==> src/rtl/acl_pkg.sv <==
// Shared types and constants for the accelerometer sample scheduler.
package acl_pkg;

  typedef enum logic [1:0] {
    ST_IDLE      = 2'd0,
    ST_REQ       = 2'd1,
    ST_WAIT_DONE = 2'd2,
    ST_EVAL      = 2'd3
  } acl_state_t;

  localparam logic [1:0] AX_X = 2'd0;
  localparam logic [1:0] AX_Y = 2'd1;
  localparam logic [1:0] AX_Z = 2'd2;

  localparam int unsigned ACL_PEND_BIT = 0;
  localparam int unsigned ACL_MASK_LSB = 1;
  localparam int unsigned ACL_MASK_W   = 3;
  localparam int unsigned ACL_AXIS_LSB = 4;
  localparam int unsigned ACL_AXIS_W   = 2;
  localparam int unsigned ACL_DATA_LSB = 6;
  localparam int unsigned ACL_DATA_W   = 10;

  // Widened to 11 bits so that -512 maps to +512 without overflow.
  function automatic logic [10:0] acl_mag(input logic [9:0] d);
    logic [10:0] s;
    s = {d[9], d};
    return s[10] ? (~s + 11'd1) : s;
  endfunction

endpackage

==> src/rtl/acl_tick_gen.sv <==
// Free-running prescaler; tick is high for the one cycle the counter wraps.
module acl_tick_gen #(
  parameter int unsigned SAMPLE_DIV = 100000
) (
  input  logic clk,
  input  logic rst_n,
  output logic tick
);
  localparam int unsigned    CW   = $clog2(SAMPLE_DIV);
  localparam logic [CW-1:0]  LAST = CW'(SAMPLE_DIV - 1);

  logic [CW-1:0] r_cnt;

  always_ff @(posedge clk or negedge rst_n) begin
    if (!rst_n)             r_cnt <= '0;
    else if (r_cnt == LAST) r_cnt <= '0;
    else                    r_cnt <= r_cnt + CW'(1);
  end

  assign tick = (r_cnt == LAST);

endmodule

==> src/rtl/acl_sample_scheduler.sv <==
// Periodic X/Y/Z SPI read sequencer with thresholding and a sticky event word.
module acl_sample_scheduler
  import acl_pkg::*;
#(
  parameter int unsigned SAMPLE_DIV = 100000,
  parameter logic [10:0] THRESH     = 11'd384,
  parameter int unsigned TIMEOUT    = 255
) (
  input  logic        clk,
  input  logic        rst_n,
  input  logic        enable,
  output logic        spi_start,
  output logic [1:0]  spi_axis,
  input  logic        spi_done,
  input  logic [9:0]  spi_data,
  input  logic        has_been_read,
  output logic [15:0] acl_out,
  output logic        busy,
  output logic        err_timeout
);
  localparam int unsigned   TW      = $clog2(TIMEOUT + 1);
  localparam logic [TW-1:0] TO_LAST = TW'(TIMEOUT - 1);

  acl_state_t    r_state, w_state_nxt;
  logic [1:0]    r_axis, w_axis_nxt;
  logic [TW-1:0] r_to_cnt;
  logic [9:0]    r_data;
  logic [15:0]   r_acl;
  logic          r_err;
  logic          w_tick, w_timeout, w_hit;
  logic [2:0]    w_axis_bit;
  logic [15:0]   w_fresh;

  acl_tick_gen #(.SAMPLE_DIV(SAMPLE_DIV)) u_tick (
    .clk   (clk),
    .rst_n (rst_n),
    .tick  (w_tick)
  );

  always_ff @(posedge clk or negedge rst_n) begin
    if (!rst_n) begin
      r_state <= ST_IDLE;
      r_axis  <= AX_X;
    end else begin
      r_state <= w_state_nxt;
      r_axis  <= w_axis_nxt;
    end
  end

  always_comb begin
    w_state_nxt = r_state;
    w_axis_nxt  = r_axis;
    w_timeout   = 1'b0;
    case (r_state)
      ST_IDLE: begin
        if (w_tick && enable) begin
          w_state_nxt = ST_REQ;
          w_axis_nxt  = AX_X;
        end
      end
      ST_REQ: w_state_nxt = ST_WAIT_DONE;
      ST_WAIT_DONE: begin
        if (spi_done) begin
          w_state_nxt = ST_EVAL;
        end else if (r_to_cnt == TO_LAST) begin
          w_timeout   = 1'b1;
          w_state_nxt = (r_axis == AX_Z) ? ST_IDLE : ST_REQ;
          w_axis_nxt  = (r_axis == AX_X) ? AX_Y : AX_Z;
        end
      end
      ST_EVAL: begin
        w_state_nxt = (r_axis == AX_Z) ? ST_IDLE : ST_REQ;
        w_axis_nxt  = (r_axis == AX_X) ? AX_Y : AX_Z;
      end
      default: w_state_nxt = ST_IDLE;
    endcase
  end

  always_ff @(posedge clk or negedge rst_n) begin
    if (!rst_n)                       r_to_cnt <= '0;
    else if (r_state != ST_WAIT_DONE) r_to_cnt <= '0;
    else                              r_to_cnt <= r_to_cnt + TW'(1);
  end

  always_ff @(posedge clk or negedge rst_n) begin
    if (!rst_n)                                   r_data <= '0;
    else if (r_state == ST_WAIT_DONE && spi_done) r_data <= spi_data;
  end

  assign w_hit      = (r_state == ST_EVAL) && (acl_mag(r_data) >= THRESH);
  assign w_axis_bit = 3'b001 << r_axis;

  always_comb begin
    w_fresh = '0;
    w_fresh[ACL_PEND_BIT]                = 1'b1;
    w_fresh[ACL_MASK_LSB +: ACL_MASK_W]  = w_axis_bit;
    w_fresh[ACL_AXIS_LSB +: ACL_AXIS_W]  = r_axis;
    w_fresh[ACL_DATA_LSB +: ACL_DATA_W]  = r_data;
  end

  // A hit coinciding with a clear reloads the word so the new event survives.
  always_ff @(posedge clk or negedge rst_n) begin
    if (!rst_n) begin
      r_acl <= '0;
    end else if (w_hit) begin
      if (has_been_read || !r_acl[ACL_PEND_BIT])
        r_acl <= w_fresh;
      else
        r_acl[ACL_MASK_LSB +: ACL_MASK_W] <= r_acl[ACL_MASK_LSB +: ACL_MASK_W] | w_axis_bit;
    end else if (has_been_read) begin
      r_acl <= '0;
    end
  end

  always_ff @(posedge clk or negedge rst_n) begin
    if (!rst_n)             r_err <= 1'b0;
    else if (w_timeout)     r_err <= 1'b1;
    else if (has_been_read) r_err <= 1'b0;
  end

  assign spi_start   = (r_state == ST_REQ);
  assign spi_axis    = r_axis;
  assign busy        = (r_state != ST_IDLE);
  assign acl_out     = r_acl;
  assign err_timeout = r_err;

endmodule

==> config.mk <==
export PLATFORM = sky130hd
export DESIGN_NAME = acl_sample_scheduler
export DESIGN_NICKNAME = d
export VERILOG_FILES = /design/src/rtl/acl_pkg.sv /design/src/rtl/acl_tick_gen.sv /design/src/rtl/acl_sample_scheduler.sv
export SDC_FILE = /design/constraint.sdc
export NUM_CORES = 1
export LEC_CHECK = 0
export ABC_CLOCK_PERIOD_IN_PS = 1600
export CAP_MARGIN = 25
export CORE_MARGIN = 4
export CORE_UTILIZATION = 45
export DETAILED_ROUTE_END_ITERATION = 12
export DONT_BUFFER_PORTS = 1
export PLACE_DENSITY = 0.69
export SYNTH_ARGS = -nofsm -noshare
export SYNTH_HDL_FRONTEND = slang
export SYNTH_SLANG_ARGS = --single-unit
==> constraint.sdc <==
create_clock -name clk -period 1.6 [get_ports clk]
set_input_delay 0.16 -clock clk [delete_from_list [all_inputs] [get_ports clk]]
set_output_delay 0.16 -clock clk [all_outputs]
set_load 0.02 [all_outputs]
==> flow_metrics.env <==
export IMPL_run_status="complete, but fails checks"
export IMPL_violations="setup timing"
export IMPL_setup_viol=15
export IMPL_io_buffers=0
export IMPL_cp_arrival_ns=1.93
export IMPL_io_pins=36
export IMPL_crit_type="reg -> reg"
export IMPL_overflow=0
export IMPL_regToRegStartpoint="r_data[6]"
export IMPL_worst_setup_path_start_kind="flop"
export IMPL_cts_root_buf="clkbuf_8"
export IMPL_die_x_um=82.2
export IMPL_final_common_cell="dfrtp_1"
export IMPL_dr_first_iter_drc_count=104
export IMPL_fin_crit_sh_pct=108
export IMPL_ff2ff_path_depth=5
export IMPL_synth_seq_area_share_pct=56.6
export IMPL_htree_levels=2
export IMPL_dieArea_um2=6750
export IMPL_synth_top_cell_by_area="dfrtp_1"
export IMPL_wl_met3_um=228
export IMPL_post_route_util_pct=59.3
export IMPL_end_kind="flop"
export IMPL_synth_area_leaders="dfrtp_1, mux2_2, xnor2_1"
export IMPL_synth_edf_count=0
export IMPL_fmax_mhz=578
export IMPL_worst_slack_ns=-0.130
export IMPL_cp_required_ns=1.80
export IMPL_met1Wirelength_mm=2.31
export IMPL_vdd_drop_max_mv=0.968
export IMPL_ys_types=41
export IMPL_r2r_end="acl_out[8]"
export IMPL_via_per_inst=5.28
export IMPL_dpl_hpwl_mm=3.50
export IMPL_r2r_slack_ns=-0.13
export IMPL_mostFrequentLayoutCells="dfrtp_1, buf_4, nor2_1"
export IMPL_cp_startpoint="r_data[6]"
export IMPL_die_h_um=82.2
export IMPL_drv_cap=0
export IMPL_wl_mm=5.06
export IMPL_route_vias_total=1722
export IMPL_syn_avg_cell_area_um2=11.8
export IMPL_final_cell_count_no_fill=326
export IMPL_cp_slowest_cell="dfrtp_1"
export IMPL_pre_cts_slack_ns=-0.164
export IMPL_critical_path_peak_fanout=9
export IMPL_synth_seq_cells=56
export IMPL_antenna_found_initial=0
export IMPL_slowest_delay_ns=0.40
export IMPL_worstSetupEndpoint="acl_out[8]"
export IMPL_cp_cell_sequence="nor4_2 -> a21oi_2 -> o41a_1 -> buf_6 -> a22o_2"
export IMPL_grtUsageTotal_pct=16.8
export IMPL_layout_nets=273
export IMPL_syn_nets=227
export IMPL_rows=26
export IMPL_clock_latency_ns=0.32
export IMPL_core_region_area_um2=5200
export IMPL_rsz0062_at_grt="yes"
export IMPL_first_pass_iters=4
export IMPL_highest_layer="met4"
export IMPL_ant_nets=0
export IMPL_cts_tree="done"
export IMPL_cts_sinks=56
export IMPL_yosys_area_top_type_share_pct=56.6
export IMPL_power_leakage_nw=1.39
export IMPL_yosys_warnings=0
export IMPL_place_gp_congestion=0.848
export IMPL_area_delta_synth_final_pct=24.7
export IMPL_finClkSkew_ns=0.0130
export IMPL_dpl_cell_count=304
export IMPL_diodes=0
export IMPL_wire_per_inst_um=15.5
export IMPL_drv_slew=0
export IMPL_timing_slew_headroom_pct=67.6
export IMPL_grt_max_degree=57
export IMPL_hold_viol=0
export IMPL_synth_flop_cell="dfrtp_1"
export IMPL_dr_wl_met2_mm=2.45
export IMPL_initial_utilization_pct=47.6
export IMPL_timing_hold_ws_ns=0.0368
export IMPL_syn_area_um2=2480
export IMPL_path_clk_slew_ns=0.11
export IMPL_drc_errors=0
export IMPL_clockBufferDepth=2
export IMPL_drive_above_1_share_pct=30.1
export IMPL_period_needed_ns=1.73
export IMPL_grt_pass1_wl_mm=8.57
export IMPL_synthCells=209
export IMPL_fill_cells=432
export IMPL_grt_pass1_vias=1762
export IMPL_p_per_area_nw_per_um2=1370
export IMPL_async_reset_ff_share_pct=100
export IMPL_cts_buffers=5
export IMPL_worst_pin_slew_ns=0.486
export IMPL_min_delay_path_class="in -> reg"
[through the flow]
stage	power, W	instance area, um2	setup TNS [ns]
floorplan	0.00268	2480	-0.0582
global placement	0.00308	2750	-1.52
detailed placement	0.00312	2750	-2.05
CTS	0.00421	3040	-1.22
global route	0.00449	3090	-2.44
finish	0.00422	3090	-1.44
[how the worst min path moves through the flow]
| stage | startpoint | to | slack [ns] | depth (start not counted) |
|---|---|---|---|---|
| final | has_been_read | err_timeout | 0.04 | 2 |
| after global placement | rst_n | u_tick.r_cnt[6] | -0.13 | 0 |
| after global routing | has_been_read | err_timeout | 0.03 | 2 |
| after CTS | has_been_read | err_timeout | 0.03 | 2 |
| after detailed placement | rst_n | u_tick.r_cnt[5] | -0.13 | 0 |
| after floorplan | rst_n | acl_out[0] | -0.14 | 0 |
[repair_timing]
| action | in CTS | in global routing |
|---|---|---|
| resized for setup | 5 | 12 |
| hold endpoints to repair | 66 | 0 |
| pin swaps | 0 | 1 |
| hold buffers | 12 | 0 |
| setup buffers | 0 | 1 |
| cloned | 1 | 0 |
| endpoints found under the setup margin | 15 | 21 |
[cell type report]
class	count	area (um2)	share of cell area [%]
sequential	56	1400	45.4
multi-input combinational	137	1040	33.6
timing repair buffer	48	412	13.3
tap	70	87.6	2.84
clock buffer	6	82.6	2.67
clock inverter	2	38.8	1.26
inverter	7	26.3	0.851
[Yosys cell counts, types with 2 or more instances]
| cell | instances |
|---|---|
| a21oi_1 | 5 |
| or2_2 | 3 |
| a22o_1 | 7 |
| a22o_2 | 7 |
| nor2_1 | 19 |
| and2_1 | 2 |
| xor2_1 | 10 |
| ha_1 | 3 |
| nand2_1 | 8 |
| nand3_1 | 10 |
| and4_1 | 4 |
| clkbuf_1 | 3 |
| o21ai_0 | 3 |
| nor4_1 | 4 |
| xnor2_1 | 10 |
| nor3_1 | 4 |
| mux2_2 | 10 |
| nor4b_1 | 2 |
| nor2b_1 | 4 |
| dfrtp_1 | 56 |
| nand4_1 | 7 |
| inv_1 | 7 |
| buf_2 | 3 |
[flip-flops by register name (all words and copies together) (netlist names)]
name          count
err_timeout       1
acl_out          16
r_to_cnt          8
r_state           2
spi_axis          2
r_data           10
u_tick.r_cnt     17
[per-layer routing]
metal,vias up,GRT usage [%]
met1,847,21.0
met3,6,5.75
met5,-,0
met2,22,27.3
li1,847,-
met4,0,5.48
[critical path, delay by kind of cell (launching register included)]
| family | cells | cell delay, ns |
|---|---|---|
| buf+inv | 1 | 0.15 |
| simple gates | 1 | 0.34 |
| compound gates | 3 | 0.71 |
| flops | 1 | 0.40 |
[cell families after synthesis]
kind of cell    after synthesis  share of synthesized area (%)
flops                        56                           56.6
compound gates               31                           10.3
simple gates                 73                           15.9
xor+xnor                     20                           7.07
mux                          10                           4.55
fa+ha+maj                     3                           1.52
buf+inv                      16                           4.09
[where the power goes]
group	switching [W]	internal [W]	total (W)
Combinational	0.000554	0.000659	0.00121
Sequential	0.000346	0.00169	0.00203
Clock	0.000461	0.000512	0.000973
Total	0.00136	0.00286	0.00422
(Power assumes the default switching activity.)
